<file path="config.mk">
export PLATFORM = sky130hd
export DESIGN_NAME = pitch_lookup_arbiter
export DESIGN_NICKNAME = d
export VERILOG_FILES = /design/src/rtl/pitch_lookup_arbiter_pkg.sv /design/src/rtl/pitch_lookup_arbiter_rr_priority_select.sv /design/src/rtl/pitch_lookup_arbiter.sv
export SDC_FILE = /design/constraint.sdc
export NUM_CORES = 1
export LEC_CHECK = 0
export ABC_AREA = 0
export CAP_MARGIN = 20
export CORE_ASPECT_RATIO = 1.1
export CORE_MARGIN = 2
export CORE_UTILIZATION = 53
export CTS_BUF_LIST = sky130_fd_sc_hd__clkbuf_8 sky130_fd_sc_hd__clkbuf_16
export CTS_CLUSTER_DIAMETER = 120
export DETAILED_ROUTE_END_ITERATION = 8
export PLACE_DENSITY = 0.91
export SYNTH_ARGS = -nofsm -noshare
export SYNTH_HDL_FRONTEND = slang
export SYNTH_SLANG_ARGS = --single-unit
</file>
<file path="constraint.sdc">
create_clock -name i_clk -period 3.2 [get_ports i_clk]
set_input_delay 0.48 -clock i_clk [delete_from_list [all_inputs] [get_ports i_clk]]
set_output_delay 0.48 -clock i_clk [all_outputs]
set_load 0.05 [all_outputs]
</file>
<file path="src/rtl/pitch_lookup_arbiter_pkg.sv">
// Shared types and constants for the pitch lookup arbiter and its neighbours.
package pitch_lookup_arbiter_pkg;

  // Default widths, shared with the channel controllers and the pitch table.
  localparam int unsigned DefaultNoteWidth  = 6;
  localparam int unsigned DefaultPitchWidth = 16;

  // Lookup sequencing states.
  typedef enum logic [1:0] {
    StIdle    = 2'd0,
    StIssue   = 2'd1,
    StWait    = 2'd2,
    StRespond = 2'd3
  } state_e;

  // Width of a channel index; never less than one bit.
  function automatic int unsigned idx_width(input int unsigned n);
    if (n <= 1) begin
      return 1;
    end
    return $clog2(n);
  endfunction

endpackage

</file>
<file path="src/rtl/pitch_lookup_arbiter_rr_priority_select.sv">
// Round-robin first-set search: scans pending starting at rr_ptr and wrapping.
module pitch_lookup_arbiter_rr_priority_select
  import pitch_lookup_arbiter_pkg::*;
#(
  parameter int unsigned NUM_CHANNELS = 4,
  localparam int unsigned IdxW = idx_width(NUM_CHANNELS)
) (
  input  logic [NUM_CHANNELS-1:0] i_pending,
  input  logic [IdxW-1:0]         i_rr_ptr,
  output logic [IdxW-1:0]         o_grant,
  output logic                    o_any
);

  int unsigned      idx;
  logic [IdxW-1:0]  idx_c;

  // First pending channel at or after rr_ptr wins.
  always_comb begin
    o_grant = '0;
    o_any   = 1'b0;
    idx     = 0;
    idx_c   = '0;
    for (int unsigned off = 0; off < NUM_CHANNELS; off++) begin
      idx = 32'(i_rr_ptr) + off;
      if (idx >= NUM_CHANNELS) begin
        idx = idx - NUM_CHANNELS;
      end
      idx_c = IdxW'(idx);
      if (!o_any && i_pending[idx_c]) begin
        o_grant = idx_c;
        o_any   = 1'b1;
      end
    end
  end

endmodule

</file>
<file path="src/rtl/pitch_lookup_arbiter.sv">
// Shares one pitch lookup table between several channel controllers.
// Requests are latched per channel, granted round-robin, and the table's
// enable/valid handshake is sequenced with a timeout guard.
module pitch_lookup_arbiter
  import pitch_lookup_arbiter_pkg::*;
#(
  parameter int unsigned NUM_CHANNELS   = 4,
  parameter int unsigned NOTE_WIDTH     = DefaultNoteWidth,
  parameter int unsigned PITCH_WIDTH    = DefaultPitchWidth,
  parameter int unsigned TIMEOUT_CYCLES = 15
) (
  input  logic                             i_clk,
  input  logic                             i_rst,
  input  logic [NUM_CHANNELS-1:0]          i_req,
  input  logic [NUM_CHANNELS*NOTE_WIDTH-1:0] i_note,
  output logic [NUM_CHANNELS-1:0]          o_ack,
  output logic [PITCH_WIDTH-1:0]           o_pitch,
  output logic                             o_lookup_enable,
  output logic [NOTE_WIDTH-1:0]            o_lookup_note,
  input  logic                             i_lookup_valid,
  input  logic [PITCH_WIDTH-1:0]           i_lookup_pitch,
  output logic [NUM_CHANNELS-1:0]          o_overrun,
  output logic                             o_timeout
);

  localparam int unsigned IdxW = idx_width(NUM_CHANNELS);

  state_e                  state_q;
  logic [IdxW-1:0]         grant_q;
  logic [IdxW-1:0]         rr_ptr_q;
  logic [IdxW-1:0]         rr_next;
  logic [7:0]              timer_q;
  logic [NOTE_WIDTH-1:0]   lookup_note_q;
  logic [PITCH_WIDTH-1:0]  pitch_q;
  logic                    timeout_q;

  logic [NUM_CHANNELS-1:0] pending_q;
  logic [NUM_CHANNELS-1:0] overrun_q;
  logic [NOTE_WIDTH-1:0]   notes_q [NUM_CHANNELS];

  logic [NUM_CHANNELS-1:0] ack_vec;
  logic [IdxW-1:0]         sel_grant;
  logic                    sel_any;

  pitch_lookup_arbiter_rr_priority_select #(
    .NUM_CHANNELS (NUM_CHANNELS)
  ) u_select (
    .i_pending (pending_q),
    .i_rr_ptr  (rr_ptr_q),
    .o_grant   (sel_grant),
    .o_any     (sel_any)
  );

  // Ack is a one-hot decode of the granted channel while responding.
  always_comb begin
    ack_vec = '0;
    if (state_q == StRespond) begin
      ack_vec[grant_q] = 1'b1;
    end
  end

  // Pointer moves just past the channel that was served.
  always_comb begin
    if (grant_q == IdxW'(NUM_CHANNELS - 1)) begin
      rr_next = '0;
    end else begin
      rr_next = grant_q + IdxW'(1);
    end
  end

  // Per-channel request capture; a fresh request beats a same-cycle ack clear.
  always_ff @(posedge i_clk or posedge i_rst) begin
    if (i_rst) begin
      pending_q <= '0;
      overrun_q <= '0;
      for (int unsigned i = 0; i < NUM_CHANNELS; i++) begin
        notes_q[i] <= '0;
      end
    end else begin
      for (int unsigned i = 0; i < NUM_CHANNELS; i++) begin
        if (i_req[i]) begin
          notes_q[i] <= i_note[i*NOTE_WIDTH +: NOTE_WIDTH];
          if (pending_q[i] && !ack_vec[i]) begin
            overrun_q[i] <= 1'b1;
          end
        end
      end
      pending_q <= (pending_q & ~ack_vec) | i_req;
    end
  end

  // Lookup sequencer: arbitrate, issue, wait for valid or timeout, respond.
  always_ff @(posedge i_clk or posedge i_rst) begin
    if (i_rst) begin
      state_q       <= StIdle;
      grant_q       <= '0;
      rr_ptr_q      <= '0;
      timer_q       <= '0;
      lookup_note_q <= '0;
      pitch_q       <= '0;
      timeout_q     <= 1'b0;
    end else begin
      case (state_q)
        StIdle: begin
          if (sel_any) begin
            grant_q       <= sel_grant;
            lookup_note_q <= notes_q[sel_grant];
            state_q       <= StIssue;
          end
        end
        StIssue: begin
          timer_q <= '0;
          state_q <= StWait;
        end
        StWait: begin
          // A valid on the final wait cycle still counts as a real result.
          if (i_lookup_valid) begin
            pitch_q <= i_lookup_pitch;
            state_q <= StRespond;
          end else if (timer_q == 8'(TIMEOUT_CYCLES - 1)) begin
            pitch_q   <= '0;
            timeout_q <= 1'b1;
            state_q   <= StRespond;
          end else begin
            timer_q <= timer_q + 8'd1;
          end
        end
        StRespond: begin
          rr_ptr_q <= rr_next;
          state_q  <= StIdle;
        end
        default: begin
          state_q <= StIdle;
        end
      endcase
    end
  end

  assign o_ack           = ack_vec;
  assign o_pitch         = (state_q == StRespond) ? pitch_q : '0;
  assign o_lookup_enable = (state_q == StIssue);
  assign o_lookup_note   = lookup_note_q;
  assign o_overrun       = overrun_q;
  assign o_timeout       = timeout_q;

endmodule

</file>
Yosys cells after proc, flatten, opt, wreduce, memory -nomap -nowiden
Index checks and enable logic that the tools add are counted.
{ "word_totals": {"ff_bits": 69, "latch_bits": 0, "ramBits": 0, "mem_bits_ro": 0, "inputBits": 47, "output_inout_bits": 32, "word_cells": 114, "memories": 0} }
{ "classes": {"n_addsub": 9, "multipliers": 0, "div_mod_pow": 0, "n_lt_le_gt_ge": 11, "eq_ne": 9, "shift": 0, "muxes": 37, "bitwise_logic": 5, "n_reduce_logical": 27} }
{ "op_table": {"columns": ["op", "n"], "rows": [
  ["$mux 16", 3],
  ["$mux 2", 12],
  ["$mux 8", 2],
  ["$pmux 8 s2", 1],
  ["$lt 2x3->1 const B", 5],
  ["$reduce_and 2->1", 7],
  ["$bmux 6 s2", 1],
  ["$ge 3x3->1 const B", 4],
  ["$mux 6", 2],
  ["$mux 1", 9],
  ["$add 8x1->8 const B", 1],
  ["$bmux 1 s2", 4],
  ["$eq 8x4->1 const B", 1],
  ["$logic_and 1x1->1", 8],
  ["$pmux 2 s4", 1],
  ["$sub 2x1->2 const B", 4],
  ["$logic_not 1->1", 7],
  ["$add 2x2->3 const B", 2],
  ["$eq 2x2->1 const B", 3],
  ["$ne 2x2->1 const B", 3],
  ["$reduce_and 3->1", 2],
  ["$and 4x4->4", 1],
  ["$mux 4", 1],
  ["$not 4->4", 1],
  ["12 further kinds", 13]
]} }

Longest topological paths before layout
Gate-level depths: netlist of the first run.
{ "depth": {"word_depth": 18, "mapped_depth": 8, "ltp_nobuf": 7} }

By module
From an unflattened synthesis of the first run, not the netlist that was laid out.
{ "hier_totals": {"cells_unflattened": 262, "area_unflattened_um2": 3294.4} }
{ "by_module_without_submodules": {"columns": ["mod", "instances", "cells_each", "area_per_inst_um2", "seq_area_each_um2"], "rows": [
  ["pitch_lookup_arbiter", 1, 247, 3216.8, 1726.7],
  ["pitch_lookup_arbiter_rr_priority_select", 1, 15, 77.6, 0.0]
]} }

Worst setup path before layout of the first run
Ideal clock, no wire load.
{ "synth_timing": {"path_type": "reg2out", "start": "reg state_q[0]", "end": "out o_pitch[10]", "arrival_time_ns": 1.276, "t_required_ns": 2.720, "setup_slack_ns": 1.444, "stages_incl_launch_ff": 4, "n_path_buf": 1, "path_cell_list": "dfrtp_1 -> ha_1 -> clkbuf_1 -> and2_1"} }
{ "synth_between": {"elab_chain_len": 2} }
{ "synth_rtl": {"columns": ["item", "line", "text"], "rows": [
  ["start: declaration", "pitch_lookup_arbiter.sv:28", "state_e state_q;"],
  ["start signal: assignment", "pitch_lookup_arbiter.sv:95", "state_q <= StIdle;"],
  ["start signal: assignment", "pitch_lookup_arbiter.sv:108", "state_q <= StIssue;"],
  ["start signal: assignment", "pitch_lookup_arbiter.sv:113", "state_q <= StWait;"],
  ["$eq 2x2->1", "pitch_lookup_arbiter.sv:140", "assign o_pitch = (state_q == StRespond) ? pitch_q : '0;"],
  ["$mux 16", "pitch_lookup_arbiter.sv:140", null],
  ["end: declaration", "pitch_lookup_arbiter.sv:17", "output logic [PITCH_WIDTH-1:0] o_pitch,"]
]} }
Every way passes these cells.

Final worst setup path of the first run
{ "layout_timing": {"start": "reg state_q[0]", "end": "out o_pitch[7]"} }
The elaborated chain is that of the path after synthesis.

==> results.md, run 1 <==
* Max-Cap Viols at 0
* Final Cycle Share at a little under nine tenths
* HP Start: o_overrun[2]
* Area growth, synth to finish at 32.0%
* Setup TNS at 0 ns
* Startpoint Class: flip-flop
* Commonest cells after routing, fill and taps aside: clkdlybuf4s50_1 (78), dfrtp_1 (69), mux2_2 (24), nand2_1 (20), and2_1 (18)
* Post-CTS setup buffers at 0
* Yosys warning count at 0
* Tmin final at between 2 and 3 ns
* Global route overflow at 0
* Residual DRC at 0
* CTS buffer count at 9
* Max Root-Sink Buffers at 2
* Netlist cell types at 47
* Rows at 30
* R2R Setup Slk at between 1 and 1.5 ns
* Gates resized, CTS repair at 0
* Antenna cells at 0
* Ys flop type: dfrtp_1
* R2R depth at 7
* #FFs+latches synth at 69
* Final wirelength at just over 7 mm
* Vias per cell at around 5.4
* Number of I/O port buffers at slightly below 80
* First-pass GRT wire length at ~12 mm
* Average wire per standard cell at 16.6 um
* Max-slew headroom at between 30% and 40%
* All-layer global routing usage at between 20% and 30%
* Pre-CTS WS at 0.785 ns
* Largest fanout on the critical path at 15
* Dpl hpwl at between 5 and 6 mm
* Vias in the first global route at about 2400
* Cts hold-fix bufs at 0
* Worst Hold Class: flip-flop to flip-flop
* Post-synth EDFFs at 0
* Pwr/cell area at ~860 mW/mm2
* Peak supply drop at roughly 500 uV
* Worst Path Required at about 2.7 ns
* Clock Skews at roughly 0.012 ns
* I/O Pins at around 80
* Die Y at about 86 um
* Syn nets at 328
* Final Setup Violations at 0
* Leading area contributor after synthesis: dfrtp_1
* Synth Cell Area at about 0.0033 mm2
* Routability cong. at between 0.7 and 0.8
* Area contributors post-synth: dfrtp_1 (53%), mux2_2 (8.3%), a22o_1 (4.3%)
* Crit Path Category: flip-flop to output pin
* Leakage power at about 1.9 nW
* Vias at 2307
* Antenna violations before repair at 0
* Clock Tree Root: clkbuf_8
* Share of cells above drive strength 1 at between 10% and 20%
* Sequential share of the synthesized area at about 53%
* CTS sink cnt at 69
* Worst r2r src: state_q[0]
* Outcome: complete, no violations
* Initial Utilization at a little over half
* Die area at around 0.0068 mm2
* Setup ws final at about 0.44 ns
* H-tree depth at 3
* Largest net degree at the start of global routing at between 40 and 50
* Most common cell after layout, fill and taps aside: clkdlybuf4s50_1
* Hold Path Cell Cnt at 1
* F_max at roughly 0.36 GHz
* Antenna-violating nets left at 0
* Nets at 403
* Hold slack at 0.481 ns
* Asr flop ratio synth at 100%
* Drt initial violations at 149
* Critical R2R Capture: timer_q[6]
* CTS tree: yes
* Worst Hold End: o_overrun[2]
* Final Hold Vio Count at 0
* Final Max Tran Viols at 0
* Setup crit end kind: output pin
* Die W at ~80 um
* Worst Path Arrival at between 2 and 2.5 ns
* RSZ-0062 raised after global routing: false
* Cells after Synth at 270
* Avg Cell Area, Syn at ~12 um2
* Core ar. at approximately 0.006 mm2
* DRT Pass-1 Iters at 4
* Worst-margin pin slew at approximately 0.94 ns
* Post-synth top area share at approximately 53%
* Clk pin slew, worst setup/hold paths at ~0.07 ns
* Clock insertion delay at the later pin of the skew report at 0.34 ns
## critical path: stages (launching register included)
cell and delay (ns):
dfrtp_1 0.39, ha_1 0.37, buf_4 0.23, and2_1 0.14
clkdlybuf4s50_1 0.81
## synth_stat cells (all sizes together) (3+ instances only)
library cell / instances
inv: 19
and2: 18
mux2i: 12
o211ai: 3
nor2: 5
nand2: 20
mux2: 24
a31o: 4
a21o: 4
clkbuf: 9
o21ai: 6
a31oi: 4
a22o: 16
nand2b: 4
buf: 7
dfrtp: 69
ha: 11
a21oi: 4
o221ai: 6
## per-layer routing
layer	up-vias	wire length, um	global-route usage [%]
met4	0	156	10.5
li1	1103	-	-
met5	-	0	0
met1	1141	3090	28.9
met3	15	238	4.58
met2	48	3640	36.8
## state kept, by name (all words and copies together) (netlist names)
| name | count |
|---|---|
| o_overrun | 4 |
| timer_q | 8 |
| rr_ptr_q | 2 |
| notes_q | 24 |
| o_timeout | 1 |
| grant_q | 2 |
| pending_q | 4 |
| o_lookup_note | 6 |
| state_q | 2 |
| pitch_q | 16 |
## cell families after synthesis
family	synth area share, %
XOR/XNOR	0.804
AO/OA/AOI/OAI	14.9
AND/OR/NAND/NOR	10.4
adder cells (fa/ha/maj)	4.21
multiplexers	11.9
buffers and inverters	4.86
flip-flops	52.8
## metrics by stage
stage	instances	utilization [%]	area [um2]	power, mW
6_report	430	71.0	4320	3.70
5_1_grt	430	71.0	4320	3.91
4_1_cts	430	71.0	4320	3.72
3_5_place_dp	414	67.3	4090	2.92
3_3_place_gp	414	67.3	4090	2.86
2_1_floorplan	270	-	3270	2.47
## worst max path at each step
stage,start,end,slack (ns),cells past startpoint
2_1_floorplan,i_rst,grant_q[0],0.98,1
3_3_place_gp,state_q[0],o_pitch[0],0.87,4
3_5_place_dp,state_q[0],o_pitch[7],0.78,4
4_1_cts,state_q[0],o_pitch[7],0.41,4
5_1_grt,state_q[0],o_pitch[13],0.30,4
6_report,state_q[0],o_pitch[7],0.44,4
## report_power, final
part	internal (mW)	switching, mW	total [mW]
logic	0.667	0.975	1.64
clock network	0.476	0.311	0.787
registers	1.10	0.170	1.27
total	2.24	1.46	3.70
## layout make-up
cell class              instances  area (um2)
flip-flops and latches         69        1730
multi-input cells             166        1380
well taps                      80         100
repair buffers                 80         808
clock buffers                  11         151
inverters                      19        71.3
clock inverters                 5        75.1
fillers                       431        1760
(Power assumes the default switching activity.)
==> inputs of run 2 (changes only) <==
- CTS_CLUSTER_SIZE: default -> 12
==> results of run 2 <==
The final DEF is identical to that of run 1; final timing and power are the same.
==> inputs of run 3 (changes only) <==
--- a/config.mk
+++ b/config.mk
@@ -12,8 +12,8 @@
 export CORE_UTILIZATION = 53
 export CTS_BUF_LIST = sky130_fd_sc_hd__clkbuf_8 sky130_fd_sc_hd__clkbuf_16
-export CTS_CLUSTER_DIAMETER = 120
 export CTS_CLUSTER_SIZE = 12
 export DETAILED_ROUTE_END_ITERATION = 8
 export PLACE_DENSITY = 0.91
+export SETUP_SLACK_MARGIN = 0.4
 export SYNTH_ARGS = -nofsm -noshare
 export SYNTH_HDL_FRONTEND = slang
==> constraint.sdc (replaced) <==
create_clock -name i_clk -period 3.2 [get_ports i_clk]
set_input_delay 0.96 -clock i_clk [delete_from_list [all_inputs] [get_ports i_clk]]
set_output_delay 0.96 -clock i_clk [all_outputs]
set_load 0.05 [all_outputs]
==> run 3 against run 2 <==
  * Flip-flop and latch count stayed put
  * Cell area is 2.1% lower
  * Maximum frequency is 7.6% higher
  * Non-clock buffer count is 1 lower
  * Register-to-register slack worse by 0.04 ns
  * Combinational power hardly changed
  * Sequential power hardly changed
  * Setup slack better by 0.19 ns
  * Global-route usage is 0.35 points lower
  * First-iteration DRC count is 25% lower
  * Via count is 1.1% higher
  * Power is 3.4% lower
  * Critical endpoint is now o_ack[3]
  * Largest cell class unchanged
==> results.md, run 3 (synthesis gave the netlist of run 1 again) <==
* Outcome: complete, no violations
* Clk pin slew, worst setup/hold paths at 0.07 ns (about the same)
* Tmin final at 2.56 ns (-0.194 ns)
* Area growth, synth to finish at 29.3%
* Worst Path Required at 2.24 ns (-0.48 ns)
* Gr busiest metal: met2
* Setup crit end kind: output pin
* RSZ-0062 raised after global routing: false
* Peak supply drop at 575 uV (+14%)
* CTS buffer count at 9 (unchanged)
* Commonest cells after routing, fill and taps aside: dfrtp_1 (69), clkdlybuf4s50_1 (57), mux2_2 (24), nand2_1 (20), buf_4 (20)
* Initial Utilization at 53.8% (unchanged)
* Average wire per standard cell at 16.2 um (-2.2%)
* Worst path cell trace: ha_2, nand2_1, inv_1, buf_4
* Leakage power at 1.96 nW (+1.3%)
* Final Hold Vio Count at 0 (unchanged)
* Setup TNS at 0 ns (unchanged)
* Post-CTS setup buffers at 0 (unchanged)
* Pwr/cell area at 845 mW/mm2 (-1.3%)
* Number of I/O port buffers at 78 (unchanged)
* Slowest-stage cell, CP: ha_2
* Startpoint Class: flip-flop
* Antenna violations before repair at 0 (unchanged)
* Die W at 78.9 um (unchanged)
* Biggest regs: notes_q (24), pitch_q (16), timer_q (8)
* Worst r2r src: state_q[0]
* R2R Setup Slk at 0.98 ns (-0.04 ns)
* Clock insertion delay at the later pin of the skew report at 0.33 ns (about the same)
* Final Cycle Share at 80.1% (-6.1 points)
* Global route overflow at 0 (unchanged)
* Final Max Tran Viols at 0 (unchanged)
* Hold Path Cell Cnt at 1 (unchanged)
* Largest net degree at the start of global routing at 58 (+38%)
* Worst-margin pin slew at 0.950 ns (+0.0148 ns)
* Filler cell count at 459 (+6.5%)
* Critical R2R Capture: timer_q[6]
* First-pass GRT wire length at 11.5 mm (-1.1%)
* Number of flip-flops under the largest register name at 24 (unchanged)
* Design area at 0.00423 mm2 (-2.1%)
* Worst Path Arrival at 1.60 ns (-0.68 ns)
* Largest fanout on the critical path at 24 (+9)
* Largest register by flop count: notes_q
* CTS tree: yes
* CP delay by family, top: adder cells
* Crit Path Category: flip-flop to output pin
* Fin cells at 428 (-0.47%)
* Vias in the first global route at 2465 (+1.9%)
* All-layer global routing usage at 22.1% (-0.35 points)
* I/O Pins at 79 (unchanged)
* Max Root-Sink Buffers at 2 (unchanged)
* Clk pwr share at 19.3% (-2.0 points)
* Most common cell after layout, fill and taps aside: dfrtp_1
* H-tree depth at 3 (unchanged)
* Max-slew headroom at 36.6% (-0.99 points)
* Antenna-violating nets left at 0 (unchanged)
* Core ar. at 0.00608 mm2 (unchanged)
* Placed Instances at 413 (-0.24%)
* Clock Skews at 0.0101 ns (-0.00165 ns)
* CTS sink cnt at 69 (unchanged)
* Final total power at 3.57 mW (-3.4%)
* Vias per cell at 5.45 (+1.6%)
* F_max at 0.390 GHz (+7.6%)
* DRT Pass-1 Iters at 4 (unchanged)
* Drt initial violations at 112 (-25%)
* Share of cells above drive strength 1 at 22.1% (+5.3 points)
* R2R depth at 7 (unchanged)
* Final Setup Violations at 0 (unchanged)
* GR Util met1 at 27.9% (-1.0 points)
* Routability cong. at 0.769 (-2.1%)
* Antenna cells at 0 (unchanged)
* Combinational Power Share at 45.4% (+1.0 points)
* Nets at 402 (-0.25%)
* Rows at 30 (unchanged)
* CP Buf/Inv Count at 2 (unchanged)
* Worst Hold End: o_overrun[3]
* Die area at 0.00681 mm2 (unchanged)
* Dpl hpwl at 4.97 mm (-4.5%)
* HP Start: o_overrun[3]
* Worst Hold Class: flip-flop to flip-flop
* P_int at 2.13 mW (-5.1%)
* Residual DRC at 0 (unchanged)
* Share of power burned in registers at 35.3% (+1.0 points)
* Die Y at 86.4 um (unchanged)
* Placed instance area at 0.00403 mm2 (-1.4%)
* Routing usage on met2 at 35.7% (-1.1 points)
* Vias at 2333 (+1.1%)
* Net Sw Frac at 40.5% (+1.1 points)
* Final wirelength at 6.94 mm (-2.7%)
* Switching component of the power at 1.45 mW (-0.60%)
* Crit path largest cell delay at 0.43 ns (-0.38 ns)
* Met3 Track Usage GR at 4.38% (-0.21 points)
* Clock Tree Root: clkbuf_8
* Max-Cap Viols at 0 (unchanged)
[run 3: cell types whose count changed in the layout (fill, tap and decap cells not counted), sizes merged]
| cell | delta |
|---|---|
| inv | +1 |
| clkinvlp | -1 |
| buf | +19 |
| clkdlybuf4s50 | -21 |
| bufinv | -1 |
| dlygate4sd2 | +1 |
[run 3: stage by stage]
stage | hold slack (ns) | util [%] | setup WS, ns
CTS | 0.477 | 69.5 | 0.605
finish | 0.477 | 69.5 | 0.637
global route | 0.487 | 69.5 | 0.471
detailed placement | 0.457 | 66.3 | 0.532
global placement | 0.451 | 66.3 | 0.625
floorplan | 0.458 | - | 0.500
[run 3: worst max-delay path by stage]
stage | cells past startpoint | from | slack [ns] | end
floorplan | 1 | i_rst | 0.50 | grant_q[0]
global placement | 6 | i_lookup_valid | 0.62 | timer_q[6]
detailed placement | 6 | i_lookup_valid | 0.53 | timer_q[6]
CTS | 4 | state_q[0] | 0.61 | o_ack[2]
global route | 4 | state_q[0] | 0.47 | o_ack[2]
finish | 4 | state_q[0] | 0.64 | o_ack[3]
[run 3: final cells by class]
cell class | instances | area (um2) | share of cell area [%]
clock buffer | 11 | 151 | 3.58
clock inverter | 4 | 41.3 | 0.977
inverter | 19 | 71.3 | 1.69
multi-input combinational | 166 | 1390 | 32.8
sequential | 69 | 1730 | 40.9
tap | 80 | 100 | 2.37
timing repair buffer | 79 | 749 | 17.7
[run 3: layer usage]
layer	vias up	share of wire [%]	routed length, um
met5	-	0	0
met4	0	3.8	265
met3	21	2.9	202
met2	49	51	3520
met1	1163	43	2950
li1	1100	-	-
[run 3: repair_timing]
action	in CTS	in global routing
hold buffers	0	0
gates resized for setup	2	0
setup endpoints to repair	5	0
[run 3: power groups by stage]
stage	clock network [mW]	registers, mW	logic (mW)
after floorplan	0	1.35	1.11
after global placement	0	1.26	1.58
after detailed placement	0	1.27	1.62
after CTS	0.705	1.26	1.63
after global routing	0.744	1.29	1.74
final	0.690	1.26	1.62
